`src/rtl/schoolbook_pkg.sv`:
```
// Shared constants and state encoding for the schoolbook multiplier result path.
package schoolbook_pkg;
  localparam int PW     = 384;
  localparam int WW     = 64;
  localparam int NWORDS = PW / WW;
  localparam int WIDX_W = (NWORDS > 1) ? $clog2(NWORDS) : 1;

  typedef enum logic {IDLE, SEND} state_t;
endpackage

```
`src/rtl/schoolbook_unload.sv`:
```
// Captures one full-width product on a strobe and streams it out LSW first over
// valid/ready; flags (sticky) any product that arrives while the previous one drains.
module schoolbook_unload #(
  parameter int PW = schoolbook_pkg::PW,
  parameter int WW = schoolbook_pkg::WW
) (
  input  logic          clk,
  input  logic          rst,
  input  logic          in_valid,
  input  logic [PW-1:0] in_data,
  output logic          in_ready,
  output logic          out_valid,
  output logic [WW-1:0] out_data,
  output logic          out_last,
  input  logic          out_ready,
  output logic          busy,
  output logic          ovf
);
  import schoolbook_pkg::*;

  localparam int NW = PW / WW;
  localparam int IW = (NW > 1) ? $clog2(NW) : 1;
  localparam logic [IW-1:0] LAST_IDX = IW'(NW - 1);

  if (PW % WW != 0) begin : g_bad_width
    $error("schoolbook_unload: PW must be a multiple of WW");
  end

  state_t        state;
  logic [PW-1:0] hold;
  logic [IW-1:0] widx;

  // Indexed part-select, not a shifter, so the word stays put while stalled.
  assign busy      = (state == SEND);
  assign out_valid = busy;
  assign out_last  = busy && (widx == LAST_IDX);
  assign out_data  = busy ? hold[int'(widx)*WW +: WW] : '0;
  assign in_ready  = (state == IDLE) || (out_last && out_ready);

  always_ff @(posedge clk) begin
    if (rst) begin
      state <= IDLE;
      hold  <= '0;
      widx  <= '0;
      ovf   <= 1'b0;
    end else begin
      if (in_valid && !in_ready)
        ovf <= 1'b1;
      case (state)
        IDLE: begin
          if (in_valid) begin
            hold  <= in_data;
            widx  <= '0;
            state <= SEND;
          end
        end
        SEND: begin
          if (out_ready) begin
            if (widx == LAST_IDX) begin
              // Last word leaving: a product arriving now is taken back-to-back.
              if (in_valid) begin
                hold <= in_data;
                widx <= '0;
              end else begin
                state <= IDLE;
              end
            end else begin
              widx <= widx + 1'b1;
            end
          end
        end
        default: state <= IDLE;
      endcase
    end
  end
endmodule

```
`config.mk`:
```
export PLATFORM = sky130hd
export DESIGN_NAME = schoolbook_unload
export DESIGN_NICKNAME = d
export VERILOG_FILES = /design/src/rtl/schoolbook_pkg.sv /design/src/rtl/schoolbook_unload.sv
export SDC_FILE = /design/constraint.sdc
export NUM_CORES = 1
export LEC_CHECK = 0
export ABC_AREA = 1
export CORE_MARGIN = 8
export CORE_UTILIZATION = 50
export DETAILED_ROUTE_END_ITERATION = 8
export GPL_ROUTABILITY_DRIVEN = 0
export HOLD_SLACK_MARGIN = 0.12
export PLACE_DENSITY_LB_ADDON = 0.12
export SLEW_MARGIN = 15
export SYNTH_ARGS = -nofsm -noshare
export SYNTH_HDL_FRONTEND = slang
export SYNTH_SLANG_ARGS = --single-unit
```
`constraint.sdc`:
```
create_clock -name clk -period 5.82 [get_ports clk]
set_clock_uncertainty 0.15 [all_clocks]
set_input_delay 1.164 -clock clk [delete_from_list [all_inputs] [get_ports clk]]
set_output_delay 1.164 -clock clk [all_outputs]
set_load 0.01 [all_outputs]
```
Word level (Yosys, flattened, before mapping)
Cells that the tools add are included.
{"block": "op_classes", "add_sub_neg": 1, "n_eq_ne": 3, "n_shift": 1, "n_mux": 13, "n_bitwise": 1, "reduce_logical": 6}
{"operator": "$mux 384", "n": 3}
{"operator": "$pmux 384 s2", "n": 1}
{"operator": "$shiftx 384x10->64", "n": 1}
{"operator": "$mux 64", "n": 1}
{"operator": "$mux 3", "n": 3}
{"operator": "$pmux 3 s2", "n": 1}
{"operator": "$add 3x1->3 const B", "n": 1}
{"operator": "$eq 3x3->1 const B", "n": 1}
{"operator": "$logic_and 1x1->1", "n": 3}
{"operator": "$mux 1", "n": 3}
{"operator": "$ne 2x1->1 const B", "n": 1}
{"operator": "$ne 2x2->1 const B", "n": 1}
{"operator": "$pmux 1 s2", "n": 1}
{"operator": "$reduce_and 2->1", "n": 1}
{"operator": "$logic_not 1->1", "n": 1}
{"operator": "$logic_or 1x1->1", "n": 1}
{"operator": "$not 1->1", "n": 1}
{"block": "totals", "register_bits": 389, "inputBits": 388, "output_inout_bits": 69}

Longest topological paths before layout
Gate-level depths: netlist of the first run.
{"block": "logic_depth", "depth_word": 6, "depth_mapped": 11, "mapped_depth_nobuf": 9}

Worst setup path after synthesis of the first run
No wires, ideal clock.
{"block": "synth_timing", "path_kind": "input -> output", "from": "in out_ready", "to": "out in_ready", "arrival_time_ps": 1494, "required_time_ps": 4506, "setup_slack_ps": 3012, "path_stages": 4, "path_buffers": 0, "path_cell_list": "inv_1 nand2_1 nand2_1 inv_1"}
{"block": "synth_via", "elab_chain_len": 2}
{"item": "start, declared", "line_no": "schoolbook_unload.sv:15", "rtl": "input logic out_ready,"}
{"item": "$logic_and 1x1->1", "line_no": "schoolbook_unload.sv:38", "rtl": "assign in_ready = (state == IDLE) || (out_last && out_ready);"}
{"item": "$logic_or 1x1->1", "line_no": "schoolbook_unload.sv:38"}
{"item": "end, declared", "line_no": "schoolbook_unload.sv:11", "rtl": "output logic in_ready,"}
Every way passes these cells.

Final worst setup path of the first run
{"block": "layout_timing", "from": "reg widx[0]", "to": "out out_data[27]"}
{"block": "layout_via", "elab_chain_len": 2}
{"item": "start, declared", "line_no": "schoolbook_unload.sv:31", "rtl": "logic [IW-1:0] widx;"}
{"item": "start signal, assigned", "line_no": "schoolbook_unload.sv:68", "rtl": "widx <= widx + 1'b1;"}
{"item": "$shiftx 384x10->64", "line_no": "schoolbook_unload.sv:37", "rtl": "assign out_data = busy ? hold[int'(widx)*WW +: WW] : '0;"}
{"item": "$mux 64", "line_no": "schoolbook_unload.sv:37"}
{"item": "end, declared", "line_no": "schoolbook_unload.sv:13", "rtl": "output logic [WW-1:0] out_data,"}
Every way passes these cells.

==> reports/results.tsv, run 1 <==
stage	metric	value	unit
logic_synthesis	synthesized net count	3130	
sta	unrepaired setup endpoints after global routing	false	
clock_network	CTS Root Cell	clkbuf_16	
critical_path	r2r setup slk	1320	ps
grt	global-route wire length before repair	93600	um
grt	initial antenna violation count	29	
detailed_routing	initial detailed-routing violation count	1299	
detailed_routing	routed via count	18500	
sta	Slew @ Worst Pin	1230	ps
critical_path	worst-path fanout max	142	
layout	fin util	67.2	%
clock_network	TritonCTS clock tree	yes	
sta	endpoints failing setup	0	
clock_network	CTS H-tree depth	2	
die	core area	0.0355	mm^2
sta	setup TNS	0	ps
detailed_routing	drt pass-1 iters	7	
detailed_routing	Via density	5.16	
logic_synthesis	synthesized area	0.0180	mm^2
sta	final hold slack	322	ps
logic_synthesis	top post-synthesis cells by area	dfxtp_1 43%, nor2_1 16%, o21ai_0 10%, nand2_1 8.2%, inv_1 5.5%	
clock_network	Hold Buf Count CTS	0	
placement	dpl ws	1090	ps
detailed_routing	metal3 WL	5110	um
critical_path	Crit. Startpoint	widx[0]	
clock_network	clock transition at the registers of the reported paths	60	ps
critical_path	r2r worst-path depth	9	
sta	Max Transition Viols Final	0	
detailed_routing	DR top layer	met5	
critical_path	worst path cell trace	inv_6, buf_4, o211ai_1, a21oi_1, clkdlybuf4s50_1	
logic_synthesis	top-area cell type share of the netlist area	43.3	%
clock_network	Longest Clk Path Bufs	3	
die	Top Ports	457	
grt	vias in the first global route	17700	
hold_path	Worst Hold Class	flip-flop to flip-flop	
clock_network	CTS buffer count	43	
critical_path	CP max stage cell	inv_6	
logic_synthesis	sequential share of the synthesized area	43.3	%
clock_network	Post-CTS Setup Bufs	0	
sta	Slew HR	17.8	%
critical_path	worst setup path end	out_data[27]	
logic_synthesis	#FFs+latches synth	389	
layout	layout cells sized above 1	5.25	%
logic_synthesis	Avg Inst Size Synth	6.57	um^2
placement	Area after DPL	0.0224	mm^2
sta	period utilization	82.3	%
die	Die Y	206	um
grt	grt ovf	0	
grt	gr usage total	27.4	%
logic_synthesis	Yosys cell types	24	
sta	final hold vios	0	
sta	worst setup slack after layout	1030	ps
sta	fmax	209	MHz
die	area of the die	0.0423	mm^2
clock_network	worst skew pair latency	530	ps
flow_run	max-cap violations	0	
critical_path	Critical Path RT	4510	ps
pwr	leakage power	10.1	nW
clock_network	clock sink count	389	
die	# rows	69	
logic_synthesis	largest area contributor in the netlist	dfxtp_1	
detailed_routing	M1 WL	24000	um
critical_path	crit end category	output pin	
critical_path	CP arrival	3470	ps
die	Initial Util	50.7	%
critical_path	FF-to-FF Start	widx[1]	
pwr	VDD IR-drop max	0.283	mV
critical_path	reg2reg end	hold[26]	
layout	area growth from synthesis to final layout	32.5	%
placement	dpl hpwl	39400	um
pwr	Pwr Density	292	mW/mm^2
detailed_routing	final antenna-violating net count	0	
detailed_routing	DR DRC count	0	
logic_synthesis	Ys Warns	0	
detailed_routing	per-cell routed wire length	17.0	um
sta	minimum clock period	4790	ps
status	status	finished, final reports clean	
die	Die X-Extent	206	um
critical_path	critical path class	flip-flop to output pin	
logic_synthesis	Syn Inst Count	2740	
detailed_routing	WL met2	29500	um
layout	design area	0.0238	mm^2
critical_path	max incr delay on CP	860	ps
detailed_routing	total wire length	60800	um
placement	PortBufs	456	
layout	# nets final	3447	
grt	pin count of the biggest net entering global routing	202	
critical_path	crit start category	flip-flop	
clock_network	CTS resizes	0	
==> final cells by class <==
cell class                 count  area [um^2]
fill                        3146        11600
multi-input combinational   1883         8240
sequential                   389         7790
timing repair buffer         475         4740
clock buffer                  60         1230
inverter                     265         1010
tap                          461          577
clock inverter                16          164
antenna                       29         72.6
==> worst min-delay path by stage <==
stage,startpoint,to,slack [ps],cells after the start
floorplan,hold[256],hold[256],300,2
global placement,hold[270],hold[270],300,2
detailed placement,hold[294],hold[294],310,2
CTS,hold[262],hold[262],330,2
global route,hold[260],hold[260],340,2
finish,hold[308],hold[308],320,2
==> metal layers <==
| metal | up-vias | GRT usage [%] |
|---|---|---|
| met2 | 615 | 45.5 |
| met1 | 8486 | 32.4 |
| met5 | - | 0 |
| met3 | 128 | 7.32 |
| li1 | 9214 | - |
| met4 | 14 | 13.4 |
==> synthesized netlist by cell type <==
library cell	number
a21oi_1	66
buf_1	12
buf_2	80
buf_4	21
buf_6	2
clkbuf_1	75
clkbuf_2	11
clkbuf_4	2
clkinv_1	1
dfxtp_1	389
ha_1	2
inv_1	263
inv_2	1
nand2_1	394
nand2_2	1
nand3_1	129
nand3_4	1
nor2_1	774
nor2_2	1
o211ai_1	64
o21ai_0	376
o21ai_1	10
or2_2	64
xor2_1	1
==> logic make-up after synthesis <==
| logic type | synth area share (%) |
|---|---|
| AND/OR/NAND/NOR | 30.3 |
| AO/OA/AOI/OAI | 15.2 |
| flip-flops | 43.3 |
| XOR/XNOR | 0.0487 |
| adder cells (fa/ha/maj) | 0.139 |
| buffers and inverters | 11.0 |
==> worst max-delay path, delay by kind of cell, from the launching register on <==
family          cells  cell delay (ps)
buf+inv             3             1900
compound gates      2              460
flops               1              450
==> state kept, by name (all words and copies together) (netlist names) <==
signal,count
hold,384
widx,3
ovf,1
busy,1
==> placed cells by master, fill, tap and decap left out <==
cell type | Yosys | final
a21oi_1 | 66 | 66
buf_12 | 0 | 3
buf_4 | 21 | 16
bufinv_16 | 0 | 3
clkbuf_1 | 75 | 8
clkbuf_16 | 0 | 43
clkbuf_8 | 0 | 9
clkdlybuf4s50_1 | 0 | 456
clkinv_2 | 0 | 10
clkinvlp_4 | 0 | 2
dfxtp_1 | 389 | 387
dfxtp_4 | 0 | 2
diode_2 | 0 | 29
ha_1 | 2 | 2
inv_1 | 263 | 259
inv_2 | 1 | 3
inv_6 | 0 | 2
inv_8 | 0 | 2
nand2_1 | 394 | 394
nand2_2 | 1 | 1
nand3_1 | 129 | 129
nand3_4 | 1 | 1
nor2_1 | 774 | 774
nor2_4 | 0 | 1
o211ai_1 | 64 | 64
o21ai_0 | 376 | 376
o21ai_1 | 10 | 10
or2_2 | 64 | 64
xor2_1 | 1 | 1
==> power breakdown <==
part	total [mW]	switching, mW	internal [mW]
registers	3.02	0.127	2.89
logic	1.25	0.654	0.596
clock network	2.69	1.09	1.60
==> through the flow <==
stage / power (mW) / cells
2_1_floorplan: 3.79 / 2740
3_3_place_gp: 4.28 / 3473
3_5_place_dp: 4.31 / 3473
4_1_cts: 7.00 / 3549
5_1_grt: 7.29 / 3571
6_report: 6.96 / 3578
No activity file was read; power rests on OpenSTA's default activity.
==> run 2, diff against run 1 <==
--- a/config.mk
+++ b/config.mk
@@ -7,7 +7,7 @@
 export LEC_CHECK = 0
 export ABC_AREA = 1
 export CORE_MARGIN = 8
-export CORE_UTILIZATION = 50
+export CORE_UTILIZATION = 45
 export DETAILED_ROUTE_END_ITERATION = 8
 export GPL_ROUTABILITY_DRIVEN = 0
 export HOLD_SLACK_MARGIN = 0.12
==> constraint.sdc (replaced) <==
create_clock -name clk -period 4 [get_ports clk]
set_clock_uncertainty 0.15 [all_clocks]
set_input_delay 0.8 -clock clk [delete_from_list [all_inputs] [get_ports clk]]
set_output_delay 0.8 -clock clk [all_outputs]
set_load 0.01 [all_outputs]
==> run 2 against run 1 <==
  * Die area grew 10%
  * Cell area grew 1.6%
  * Sequential cell count is the same
  * Critical path depth grew 1
  * Largest cell class unchanged
==> reports/results.tsv, run 2 (synthesized netlist as in run 1, its figures left out) <==
stage	metric	value	unit
detailed_routing	final antenna-violating net count	0	
critical_path	r2r setup slk	830	ps
placement	dpl ws	594	ps
placement	PortBufs	456	
flow_run	max-cap violations	0	
clock_network	CTS buffer count	43	
pwr	Psw	2.71	mW
clock_network	Hold Buf Count CTS	0	
layout	fill cell count	3734	
die	Die X-Extent	216	um
sta	minimum clock period	3870	ps
die	Die Y	216	um
layout	most common cell after layout, fill and taps aside	nor2_1	
layout	# nets final	3460	
critical_path	Critical Path RT	3050	ps
die	# rows	73	
clock_network	clock transition at the registers of the reported paths	60	ps
sta	Max Transition Viols Final	0	
critical_path	max incr delay on CP	670	ps
sta	Slew @ Worst Pin	963	ps
sta	period utilization	96.8	%
critical_path	cell mode on critical path	nand2_1	
critical_path	Crit. Startpoint	widx[1]	
detailed_routing	initial detailed-routing violation count	1412	
sta	endpoints failing setup	0	
layout	flip-flop and latch area	0.00779	mm^2
status	status	finished, final reports clean	
critical_path	CP delay by family, top	buffers and inverters	
grt	grt ovf	0	
layout	area of the multi-input gates	0.00824	mm^2
pwr	VDD IR-drop max	0.276	mV
critical_path	worst path cell trace	buf_4, nand3_1, nand2_1, nand2_1, a21oi_1, clkdlybuf4s50_1	
clock_network	TritonCTS clock tree	yes	
grt	global-route wire length before repair	95600	um
pwr	leakage power	10.2	nW
layout	most frequent cells in the layout	774 x nor2_1, 456 x clkdlybuf4s50_1, 394 x nand2_1, 387 x dfxtp_1, 376 x o21ai_0	
detailed_routing	per-cell routed wire length	16.7	um
critical_path	reg2reg end	hold[100]	
detailed_routing	total wire length	61000	um
detailed_routing	DR DRC count	0	
critical_path	crit start category	flip-flop	
sta	setup TNS	0	ps
critical_path	FF-to-FF Start	widx[0]	
clock_network	CTS H-tree depth	2	
detailed_routing	Via density	5.05	
layout	area growth from synthesis to final layout	34.7	%
placement	# placed instances	3549	
detailed_routing	drt pass-1 iters	6	
pwr	Pint	7.61	mW
critical_path	instance count on the critical path	6	
critical_path	CP arrival	2920	ps
critical_path	r2r worst-path depth	9	
sta	worst setup slack after layout	127	ps
layout	Largest regs	hold x384, widx x3	
sta	Slew HR	35.8	%
detailed_routing	routed via count	18400	
critical_path	CP max stage cell	buf_4	
hold_path	hold_sp	hold[298]	
layout	largest register by flop count	hold	
layout	layout cells sized above 1	5.64	%
die	Initial Util	45.4	%
sta	fmax	258	MHz
die	core area	0.0396	mm^2
pwr	Reg power frac	42.4	%
placement	dpl hpwl	41700	um
critical_path	Buf/Inv on CP	2	
die	area of the die	0.0466	mm^2
clock_network	clock sink count	389	
layout	Largest register FFs	384	
hold_path	Worst Hold Class	flip-flop to flip-flop	
clock_network	CTS Root Cell	clkbuf_16	
pwr	clock power share	39.5	%
grt	vias in the first global route	18200	
critical_path	crit end category	output pin	
critical_path	worst setup path end	out_data[9]	
grt	initial antenna violation count	22	
pwr	power share of the combinational group	18.1	%
die	Top Ports	457	
sta	final hold vios	0	
layout	Layout Cells excl Fill	3649	
pwr	Pwr Density	426	mW/mm^2
grt	pin count of the biggest net entering global routing	192	
pwr	Sw Share	26.3	%
grt	gr usage total	25.1	%
critical_path	critical path class	flip-flop to output pin	
clock_network	Longest Clk Path Bufs	3	
critical_path	worst-path fanout max	49	
clock_network	worst skew pair latency	550	ps
sta	unrepaired setup endpoints after global routing	false	
[run 2: changes by cell type in the layout (fill, tap and decap cells not counted)]
cell        previous run  this run
clkinv_2              10         5
buf_12                 3        14
clkbuf_16             43        45
diode_2               29        22
inv_6                  2         1
clkinvlp_4             2         0
buf_4                 16        17
clkbuf_1               8         9
clkbuf_8               9        15
buf_8                  0         1
[run 2: timing repair]
action | CTS | global route
resized for setup | 0 | 0
setup endpoints to repair | 3 | 0
buffers inserted | 1 | 0
[run 2: final cells by class]
type | instances | share of cell area (%)
tap | 525 | 2.71
clock buffer | 69 | 5.64
clock inverter | 8 | 0.475
antenna | 22 | 0.227
sequential | 389 | 32.2
inverter | 265 | 4.19
multi-input combinational | 1883 | 34.0
timing repair buffer | 488 | 20.6
[run 2: worst min path at each step]
stage	cells past startpoint	slack (ps)	end
after floorplan	2	300	hold[256]
after global placement	2	310	hold[313]
after detailed placement	2	310	hold[262]
after CTS	2	330	hold[262]
after global routing	2	340	hold[262]
final	2	320	hold[298]
[run 2: power groups by stage]
stage / logic (mW) / registers, mW / clock network, mW
after floorplan: 1.11 / 4.41 / 0
after global placement: 1.83 / 4.45 / 0
after detailed placement: 1.85 / 4.46 / 0
after CTS: 1.87 / 4.38 / 4.16
after global routing: 2.10 / 4.41 / 4.33
final: 1.87 / 4.38 / 4.08
[run 2: worst register-to-register path, cell delays in order (launching register included)]
cell and delay (ps):
dfxtp_4 560, buf_12 400, ha_1 340, nand2_1 110, nand2_2 130, nand3_4 160, inv_8 510, buf_4 540
nor2_1 90, nor2_1 120
[run 2: stage by stage]
| stage | instance area, um^2 | util (%) | hold WS [ps] | power, mW |
|---|---|---|---|---|
| 3_3_place_gp | 22700 | 57.2 | 306 | 6.27 |
| 4_1_cts | 24200 | 61.0 | 326 | 10.4 |
| 6_report | 24200 | 61.1 | 321 | 10.3 |
| 3_5_place_dp | 22700 | 57.2 | 313 | 6.31 |
| 5_1_grt | 24200 | 61.1 | 344 | 10.8 |
| 2_1_floorplan | 18000 | - | 296 | 5.52 |
[run 2: routing by layer]
layer / global-route usage [%] / wire [um] / vias to the layer above
met3: 5.30 / 4200 / 131
met4: 11.7 / 2170 / 8
met1: 30.3 / 25600 / 8464
met2: 42.4 / 29000 / 596
li1: - / - / 9226
met5: 0 / 52 / -
